## src/rtl/sync_pkg.sv

```systemverilog
// Shared definitions for the sync sequencer.
//   state_t         : FSM state encoding (IDLE, ARM, FG_DLY, TRIG_DLY, DET_DLY)
//   FG_DELAY,
//   TRIGGER_DELAY,
//   DETECTOR_DELAY  : default delay settings in clock cycles
package sync_pkg;

  typedef logic [2:0] state_t;

  localparam state_t StIdle    = 3'd0;
  localparam state_t StArm     = 3'd1;
  localparam state_t StFgDly   = 3'd2;
  localparam state_t StTrigDly = 3'd3;
  localparam state_t StDetDly  = 3'd4;

  localparam int unsigned FG_DELAY       = 100_000;
  localparam int unsigned TRIGGER_DELAY  = 350_000;
  localparam int unsigned DETECTOR_DELAY = 5;

endpackage

```

## src/rtl/delay_counter.sv

```systemverilog
// Cycle counter shared by every waiting state of the sequencer.
//   clock, reset  : rising-edge clock, asynchronous active-high reset
//   clear_i       : synchronous load of zero (has priority over enable_i)
//   enable_i      : increment by one
//   cmp_value_i   : value compared against the current count
//   count_o       : current count
//   equal_o       : count_o == cmp_value_i (combinational, pre-increment)
module delay_counter #(
  parameter int unsigned CNT_W = 32
) (
  input  logic             clock,
  input  logic             reset,
  input  logic             clear_i,
  input  logic             enable_i,
  input  logic [CNT_W-1:0] cmp_value_i,
  output logic [CNT_W-1:0] count_o,
  output logic             equal_o
);

  logic [CNT_W-1:0] count_q;

  always_ff @(posedge clock or posedge reset) begin
    if (reset) begin
      count_q <= '0;
    end else if (clear_i) begin
      count_q <= '0;
    end else if (enable_i) begin
      count_q <= count_q + CNT_W'(1);
    end
  end

  assign count_o = count_q;
  assign equal_o = (count_q == cmp_value_i);

endmodule

```

## src/rtl/sync_sequencer.sv

```systemverilog
// Trigger/detector sequencer locked to a function-generator marker.
// After an accepted start it waits for a rising edge of fg_signal, then counts
// cfg_fg_delay, fires trigger, counts cfg_trigger_delay and cfg_detector_delay,
// fires detector, and repeats until cfg_shots detector pulses have been issued.
//   clock, reset        : rising-edge clock, asynchronous active-high reset
//   start, abort        : sequence request / cancel
//   fg_signal           : function-generator marker (synchronous to clock)
//   cfg_*               : delays (cycles) and shot count, latched on start
//   trigger_signal      : one-cycle trigger pulse
//   detector_signal     : one-cycle detector pulse
//   busy                : sequence in progress
//   done                : one-cycle pulse on completion
//   timeout_err         : one-cycle pulse when no fg edge arrives in time
//   shot_count          : detector pulses issued in the current/last sequence
module sync_sequencer
  import sync_pkg::*;
#(
  parameter int unsigned CNT_W      = 32,
  parameter int unsigned SHOTS_W    = 16,
  parameter int unsigned FG_TIMEOUT = 10_000_000
) (
  input  logic               clock,
  input  logic               reset,
  input  logic               start,
  input  logic               abort,
  input  logic               fg_signal,
  input  logic [CNT_W-1:0]   cfg_fg_delay,
  input  logic [CNT_W-1:0]   cfg_trigger_delay,
  input  logic [CNT_W-1:0]   cfg_detector_delay,
  input  logic [SHOTS_W-1:0] cfg_shots,
  output logic               trigger_signal,
  output logic               detector_signal,
  output logic               busy,
  output logic               done,
  output logic               timeout_err,
  output logic [SHOTS_W-1:0] shot_count
);

  localparam bit TimeoutEn = (FG_TIMEOUT != 0);
  // Counter starts at 0 on ARM entry, so the N-th ARM cycle sees count N-1.
  localparam logic [CNT_W-1:0] TimeoutCmp = TimeoutEn ? CNT_W'(FG_TIMEOUT - 1) : '0;

  state_t             state_q, state_d;
  logic               fg_prev_q;
  logic [CNT_W-1:0]   fg_dly_q, trig_dly_q, det_dly_q;
  logic [SHOTS_W-1:0] shots_q;
  logic [SHOTS_W-1:0] shot_count_q, shot_count_d;
  logic [SHOTS_W-1:0] shot_next;
  logic               trigger_q, trigger_d;
  logic               detector_q, detector_d;
  logic               done_q, done_d;
  logic               timeout_q, timeout_d;
  logic               busy_q;
  logic               load_cfg;
  logic               fg_edge;

  logic               cnt_clear, cnt_en, cnt_eq;
  logic [CNT_W-1:0]   cnt_cmp;
  logic [CNT_W-1:0]   cnt_value;

  delay_counter #(
    .CNT_W (CNT_W)
  ) u_delay_counter (
    .clock       (clock),
    .reset       (reset),
    .clear_i     (cnt_clear),
    .enable_i    (cnt_en),
    .cmp_value_i (cnt_cmp),
    .count_o     (cnt_value),
    .equal_o     (cnt_eq)
  );

  assign fg_edge   = fg_signal & ~fg_prev_q;
  assign shot_next = shot_count_q + SHOTS_W'(1);

  always_comb begin
    state_d      = state_q;
    shot_count_d = shot_count_q;
    trigger_d    = 1'b0;
    detector_d   = 1'b0;
    done_d       = 1'b0;
    timeout_d    = 1'b0;
    load_cfg     = 1'b0;
    cnt_clear    = 1'b0;
    cnt_en       = 1'b0;
    cnt_cmp      = '0;

    case (state_q)
      StIdle: begin
        if (start && !abort) begin
          load_cfg     = 1'b1;
          shot_count_d = '0;
          cnt_clear    = 1'b1;
          if (cfg_shots == '0) begin
            done_d = 1'b1;
          end else begin
            state_d = StArm;
          end
        end
      end
      StArm: begin
        cnt_cmp = TimeoutCmp;
        if (fg_edge) begin
          state_d   = StFgDly;
          cnt_clear = 1'b1;
        end else if (TimeoutEn) begin
          if (cnt_eq) begin
            timeout_d = 1'b1;
            state_d   = StIdle;
            cnt_clear = 1'b1;
          end else begin
            cnt_en = 1'b1;
          end
        end
      end
      StFgDly: begin
        cnt_cmp = fg_dly_q;
        if (cnt_eq) begin
          trigger_d = 1'b1;
          cnt_clear = 1'b1;
          state_d   = StTrigDly;
        end else begin
          cnt_en = 1'b1;
        end
      end
      StTrigDly: begin
        cnt_cmp = trig_dly_q;
        if (cnt_eq) begin
          cnt_clear = 1'b1;
          state_d   = StDetDly;
        end else begin
          cnt_en = 1'b1;
        end
      end
      StDetDly: begin
        cnt_cmp = det_dly_q;
        if (cnt_eq) begin
          detector_d   = 1'b1;
          shot_count_d = shot_next;
          cnt_clear    = 1'b1;
          if (shot_next == shots_q) begin
            done_d  = 1'b1;
            state_d = StIdle;
          end else begin
            state_d = StArm;
          end
        end else begin
          cnt_en = 1'b1;
        end
      end
      default: state_d = StIdle;
    endcase

    // Abort overrides whatever the active state decided this edge.
    if (abort && (state_q != StIdle)) begin
      state_d      = StIdle;
      shot_count_d = shot_count_q;
      trigger_d    = 1'b0;
      detector_d   = 1'b0;
      done_d       = 1'b0;
      timeout_d    = 1'b0;
      cnt_clear    = 1'b0;
      cnt_en       = 1'b0;
    end
  end

  always_ff @(posedge clock or posedge reset) begin
    if (reset) begin
      state_q      <= StIdle;
      fg_prev_q    <= 1'b0;
      fg_dly_q     <= '0;
      trig_dly_q   <= '0;
      det_dly_q    <= '0;
      shots_q      <= '0;
      shot_count_q <= '0;
      trigger_q    <= 1'b0;
      detector_q   <= 1'b0;
      done_q       <= 1'b0;
      timeout_q    <= 1'b0;
      busy_q       <= 1'b0;
    end else begin
      state_q      <= state_d;
      fg_prev_q    <= fg_signal;
      shot_count_q <= shot_count_d;
      trigger_q    <= trigger_d;
      detector_q   <= detector_d;
      done_q       <= done_d;
      timeout_q    <= timeout_d;
      busy_q       <= (state_d != StIdle);
      if (load_cfg) begin
        fg_dly_q   <= cfg_fg_delay;
        trig_dly_q <= cfg_trigger_delay;
        det_dly_q  <= cfg_detector_delay;
        shots_q    <= cfg_shots;
      end
    end
  end

  assign trigger_signal  = trigger_q;
  assign detector_signal = detector_q;
  assign done            = done_q;
  assign timeout_err     = timeout_q;
  assign busy            = busy_q;
  assign shot_count      = shot_count_q;

endmodule
```

## config.mk

```make
export PLATFORM = sky130hd
export DESIGN_NAME = sync_sequencer
export DESIGN_NICKNAME = d
export VERILOG_FILES = /design/src/rtl/sync_pkg.sv /design/src/rtl/delay_counter.sv /design/src/rtl/sync_sequencer.sv
export SDC_FILE = /design/constraint.sdc
export NUM_CORES = 1
export LEC_CHECK = 0
export BUFFER_PORTS_ARGS = -buffer_cell sky130_fd_sc_hd__buf_4
export CAP_MARGIN = 20
export CORE_MARGIN = 3
export CORE_UTILIZATION = 51
export CTS_CLUSTER_SIZE = 12
export DETAILED_ROUTE_END_ITERATION = 8
export GPL_TIMING_DRIVEN = 0
export PLACE_DENSITY = 0.84
export SETUP_SLACK_MARGIN = 0.02
export SLEW_MARGIN = 20
export SYNTH_ARGS = -nofsm -noshare
export SYNTH_HDL_FRONTEND = slang
export SYNTH_SLANG_ARGS = --single-unit
```

## constraint.sdc

```tcl
create_clock -name clock -period 4.4 [get_ports clock]
set_input_delay 0.22 -clock clock [delete_from_list [all_inputs] [get_ports clock]]
set_output_delay 0.22 -clock clock [all_outputs]
set_load 0.005 [all_outputs]
```

==> results of run 1 <==
[Yosys cell counts, drive strengths merged (3+ instances only)]
cell and instances:
a2111oi 3, a211oi 44, a21oi 11, a221o 4, a221oi 4, a22oi 20
a31oi 4, a32o 4, a32oi 6, and3 13, and4 4, buf 26
clkbuf 50, dfrtp 169, inv 23, mux2 19, nand2 362, nand2b 3
nand3 19, nand4 23, nor2 26, nor2b 6, nor3 7, nor3b 3
nor4 18, nor4bb 8, o2111ai 10, o21ai 26, o31ai 30, or3 8
or4 30, xnor2 40, xor2 9
[flip-flops by register name (all words and copies together), names as in the netlist]
register and flops:
busy 1, detector_signal 1, trigger_signal 1, trig_dly_q 32, fg_prev_q 1, state_q 3
done 1, det_dly_q 32, shot_count 16, u_delay_counter.count_o 32, fg_dly_q 32, timeout_err 1
shots_q 16
[kinds of logic (layout without fill, tap and decap cells)]
family / count (synthesis) / count (layout)
buffers and inverters: 99 / 377
DFF: 169 / 169
muxes: 21 / 21
xor gates and xnor gates: 49 / 49
other: 0 / 4
adders and majority gates: 3 / 3
and+or+nand+nor: 537 / 537
AOI/OAI and AO/OA: 177 / 177
[critical path, stage by stage, from the launching register on]
cell and delay (ns):
dfrtp_1 0.39, buf_2 0.19, nor3b_4 0.51, clkbuf_1 0.51, a22oi_1 0.27, xnor2_1 0.21, nor4_1 0.41, nand4_1 0.19
nor3_2 0.23, buf_2 0.26, buf_2 0.28, nand3_1 0.12, a221oi_1 0.45
[final cells by class]
class                   count  area [µm²]
diodes                      4        10.0
clock buffers              18         439
well taps                 225         282
fillers                  1181        5210
plain buffers              76         345
inverters                  23        90.1
repair buffers            246        2190
flip-flops and latches    169        4230
clock inverters            14         160
multi-input cells         787        4640
[worst min-delay path by stage]
stage | startpoint | endpoint | slack (ns)
4_1_cts | cfg_fg_delay[30] | fg_dly_q[30] | 0.0005
5_1_grt | cfg_trigger_delay[29] | trig_dly_q[29] | 0.004
3_5_place_dp | reset | fg_dly_q[2] | 0.21
6_report | cfg_detector_delay[27] | det_dly_q[27] | -0.01
3_3_place_gp | fg_signal | fg_prev_q | 0.35
2_1_floorplan | fg_signal | fg_prev_q | 0.25
[metal layers]
layer  up-vias  GRT usage  share of wire
met3       198     0.0753           0.11
met4         0      0.172          0.056
met1      4715      0.420           0.36
met5         -          0              0
li1       4249          -              -
met2       744      0.544           0.48
[stage by stage]
step | setup slack (ns) | area, µm² | instances | util | hold WS [ns]
2_1_floorplan | 1.35 | 9300 | 1055 | - | 0.251
3_3_place_gp | 0.525 | 10600 | 1417 | 0.603 | 0.347
3_5_place_dp | 0.443 | 10700 | 1423 | 0.611 | 0.214
4_1_cts | 0.420 | 12400 | 1558 | 0.703 | 0.000468
5_1_grt | 0.164 | 12400 | 1559 | 0.704 | 0.00369
6_report | 0.218 | 12400 | 1562 | 0.704 | -0.0126
[power by group through the flow]
| stage | clock network [µW] | logic [µW] | registers [µW] |
|---|---|---|---|
| after floorplan | 0 | 1250 | 2330 |
| after detailed placement | 0 | 1710 | 2470 |
| after CTS | 1560 | 1810 | 2460 |
| after global routing | 1630 | 2060 | 2550 |
| final | 1580 | 1890 | 2510 |
| after global placement | 0 | 1640 | 2450 |
[what timing repair did]
action	4_1_cts	5_1_grt
hold buffers	103	0
gates resized for setup	0	1
hold endpoints to repair	113	0
endpoints found under the setup margin	0	1
==> impl_metrics.toml, run 1 <==
[clock_network]
cts_made_buffers = 17
post_cts_buffers = 0
clkLatencyLatePin_ns = 0.45
htreeDepth = 4
cts_tree = "done"
max-clock-path-buffers = 2
clk_pin_slew_ns = 0.07
clkSinkCount = 169
ctsRootBufferMaster = "clkbuf_16"

[drt]
routed_wl_mm = 33.3
wire_per_inst_um = 21.3
viasPerCell = 6.34
drt-pass1-iter-count = 8
postRouteAntennaNets = 0
first_iter_violations = 1237
vias = 9906
drc = 0

[logic_synthesis]
syn_inst = 1055
ys_warn_count = 0
synthAdderAreaFrac = 0.00377
synth_compound_area_frac = 0.157
syn_nets = 1174
synth_top_family_by_area = "simple AND/OR/NAND/NOR gates"
syn_area_um2 = 9300
synthFlopType = "dfrtp_1"
synth_top_cell_by_area = "dfrtp_1"
yosys.area.top_type_share = 0.455
syn_area_per_cell_um2 = 8.81
synthMuxAreaShare = 0.0252
post_synth_num_cell_types = 60
yosysSeqAreaShare = 0.455
async_flop_share = 1.00
synth_seq_cells = 169
synth_xor_area_frac = 0.0462
yosys.area_share.simple = 0.266
synth_edf_count = 0
yosys-top-cells-area = "dfrtp_1 (45%), nand2_1 (15%), a211oi_2 (4.0%)"

[sta]
maxSlewViolCount = 0
period_share = 0.951
fmaxAchievable_ghz = 0.239
slew-limit-headroom = 0.387
finalCriticalPeriod_ns = 4.18
max_slew.worst_pin.slew_ns = 0.920
whs_ns = -0.0126
setup_tns_ns = 0
setup_violations = 0
skew_ns = 0.00997
hold_viol_final = 5
rsz0062_at_grt = "false"

[global_route]
grt_max_degree = 33
grt_first_pass_wirelength_mm = 52.5
grt_use_total = 0.335
overflow = 0
grt_pass1_vias = 9738
antenna_found_initial = 1

[hold_path]
min_path_cells = 3
hp-class = "input port to flop"

[pwr]
total_leakage_power_uw = 0.00563
pwr-share-clk = 0.264
peakVddDrop_v = 0.000342
p_total_uw = 5980
cellPowerDensity_nw_per_um2 = 483
p_int_uw = 3750
swShare = 0.373
sequentialPowerShare = 0.420
netSwitchingPower_uw = 2230
combPwrFrac = 0.316

[critical_path]
critPathMaxFanout = 10
cp-endpoint = "done"
r2r-end = "done"
ff2ff_path_depth = 12
start_kind = "flop"
reg2reg_slack_ns = 0.22
path_class = "flop to flop"
worstReg2RegStart = "state_q[1]"
worstPathRequired_ns = 4.70
arrival_ns = 4.48
critPathCaptureType = "flop"
cp-startpoint = "state_q[1]"

[run_status]
violations = "negative hold slack"
status = "finished with violations"

[finish]
nets = 1439
drive_gt1_frac = 0.194
layout_commonest_cell = "nand2_1"
syn_to_final_growth_pct = 33.3
mostFrequentLayoutCells = "nand2_1 (362), dfrtp_1 (169), buf_4 (138)"

[floorplan]
dieArea_um2 = 19900
start_util = 0.528
chipHeight_um = 141
die_x_um = 141
num_io_pins = 138
rows = 48
fp.coreArea_um2 = 17600

[place]
io_buffers = 137
gp_congestion = 0.972
dp_hpwl_mm = 21.0

[job]
drv_cap = 0
Power figures use the tool's default switching activity.
==> run 2, diff against run 1 <==
Settings changed: CORE_ASPECT_RATIO from default to 1.75, CTS_CLUSTER_SIZE 12 to 24, PLACE_DENSITY 0.84 to 0.86.
==> impl_metrics.toml, run 2 (synthesized netlist as in run 1, its figures left out) <==
[finish]
mostFrequentLayoutCells = "nand2_1 (362), dfrtp_1 (169), buf_4 (138)"
design_area_um2 = 12400
layout_commonest_cell = "nand2_1"
drive_gt1_frac = 0.193
syn_to_final_growth_pct = 33.4
nets = 1440
n_fill_cell = 1246

[critical_path]
reg2reg_slack_ns = 0.26
critPathTopFamily = "simple AND/OR/NAND/NOR gates"
worstPathCellList = "buf_4 > nor3b_2 > clkbuf_1 > a22oi_1 > xnor2_1 > nor4_1 > nand4_1 > nor3_2 > buf_2 > buf_2 > nand3_1 > a221oi_1"
crit_cells = 12
cpMaxStageDelayCell = "nor3b_2"
critPathMaxFanout = 10
ff2ff_path_depth = 12
cpPeakStageDelay_ns = 0.56
worstPathRequired_ns = 4.73
critPathCaptureType = "flop"
arrival_ns = 4.47
crit_buf_inv = 4
path_class = "flop to flop"
start_kind = "flop"
crit_path_frequent_cell = "buf_2"

[hold_path]
min_path_cells = 3
hp-class = "input port to flop"

[floorplan]
dieArea_um2 = 19900
start_util = 0.525
fp.coreArea_um2 = 17700
num_io_pins = 138
chipHeight_um = 185
die_x_um = 108
rows = 64

[sta]
max_slew.worst_pin.slew_ns = 0.855
fmaxAchievable_ghz = 0.241
skew_ns = 0.0139
hold_viol_final = 0
period_share = 0.942
maxSlewViolCount = 0
rsz0062_at_grt = "false"
slew-limit-headroom = 0.415
whs_ns = 0.00108
finalCriticalPeriod_ns = 4.14
setup_violations = 0
setup_tns_ns = 0

[clock_network]
post_cts_buffers = 0
htreeDepth = 4
cts_tree = "done"
cts_resized = 0
ctsRootBufferMaster = "clkbuf_16"
hold_buffers = 104
clkSinkCount = 169
clkLatencyLatePin_ns = 0.45
cts_made_buffers = 17
max-clock-path-buffers = 2
clk_pin_slew_ns = 0.08

[global_route]
overflow = 0
grt_use_total = 0.353
antenna_found_initial = 1
grt_pass1_vias = 10400
grt_first_pass_wirelength_mm = 54.1
grt_max_degree = 36

[drt]
drc = 0
drt-pass1-iter-count = 8
routed_wl_mm = 34.0
vias = 9930
viasPerCell = 6.34
wire_per_inst_um = 21.7
first_iter_violations = 1135
postRouteAntennaNets = 0

[place]
dp_hpwl_mm = 22.1
postPlaceCellArea_um2 = 10800
gp_congestion = 0.905
io_buffers = 137

[pwr]
peakVddDrop_v = 0.000388
cellPowerDensity_nw_per_um2 = 482
p_total_uw = 5980
total_leakage_power_uw = 0.00563

[run_status]
status = "finished clean"

[job]
drv_cap = 0
[run 2: area by class of cell]
| class | count | area, µm² | area share |
|---|---|---|---|
| buffer | 76 | 345 | 0.0279 |
| clock inverter | 15 | 179 | 0.0144 |
| clock buffer | 17 | 425 | 0.0343 |
| inverter | 23 | 90.1 | 0.00727 |
| multi-input combinational | 787 | 4630 | 0.374 |
| sequential | 169 | 4230 | 0.341 |
| tap | 231 | 289 | 0.0233 |
| timing repair buffer | 247 | 2200 | 0.178 |
| antenna | 1 | 2.50 | 0.000202 |
[run 2: report_power, final]
group          leakage [µW]  switching [µW]  internal (µW)
Sequential          0.00218             399           2080
Clock              0.000290             754            814
Combinational       0.00316            1130            798
Total               0.00563            2290           3700
[run 2: stage by stage]
step           std cells  setup slack [ns]  utilization
3_5_place_dp        1429             0.382        0.608
4_1_cts             1565             0.356        0.701
2_1_floorplan       1055              1.35            -
5_1_grt             1566             0.126        0.701
6_report            1566             0.257        0.701
3_3_place_gp        1423             0.486        0.600
[run 2: worst reg2reg max path: cells and delay by family, from the launching register on]
| kind | cells | cell delay [ns] |
|---|---|---|
| buf+inv | 4 | 1.31 |
| simple gates | 5 | 1.50 |
| compound gates | 2 | 0.62 |
| flops | 1 | 0.39 |
| xor+xnor | 1 | 0.19 |
[run 2: final timing paths]
| kind | startpoint | endpoint |
|---|---|---|
| max | state_q[2] | done |
| max reg2reg | state_q[2] | done |
| max in group asynchronous | reset | det_dly_q[22] |
| min | cfg_trigger_delay[30] | trig_dly_q[30] |
| min reg2reg | det_dly_q[26] | det_dly_q[26] |
| min in group asynchronous | reset | shots_q[12] |
[run 2: layer usage]
layer	GRT usage	vias up	wire length, µm	part of all wire
met4	0.267	0	3060	0.090
met3	0.0599	241	2590	0.076
met2	0.603	750	17200	0.51
met1	0.385	4689	11200	0.33
li1	-	4250	-	-
met5	0	-	0	0
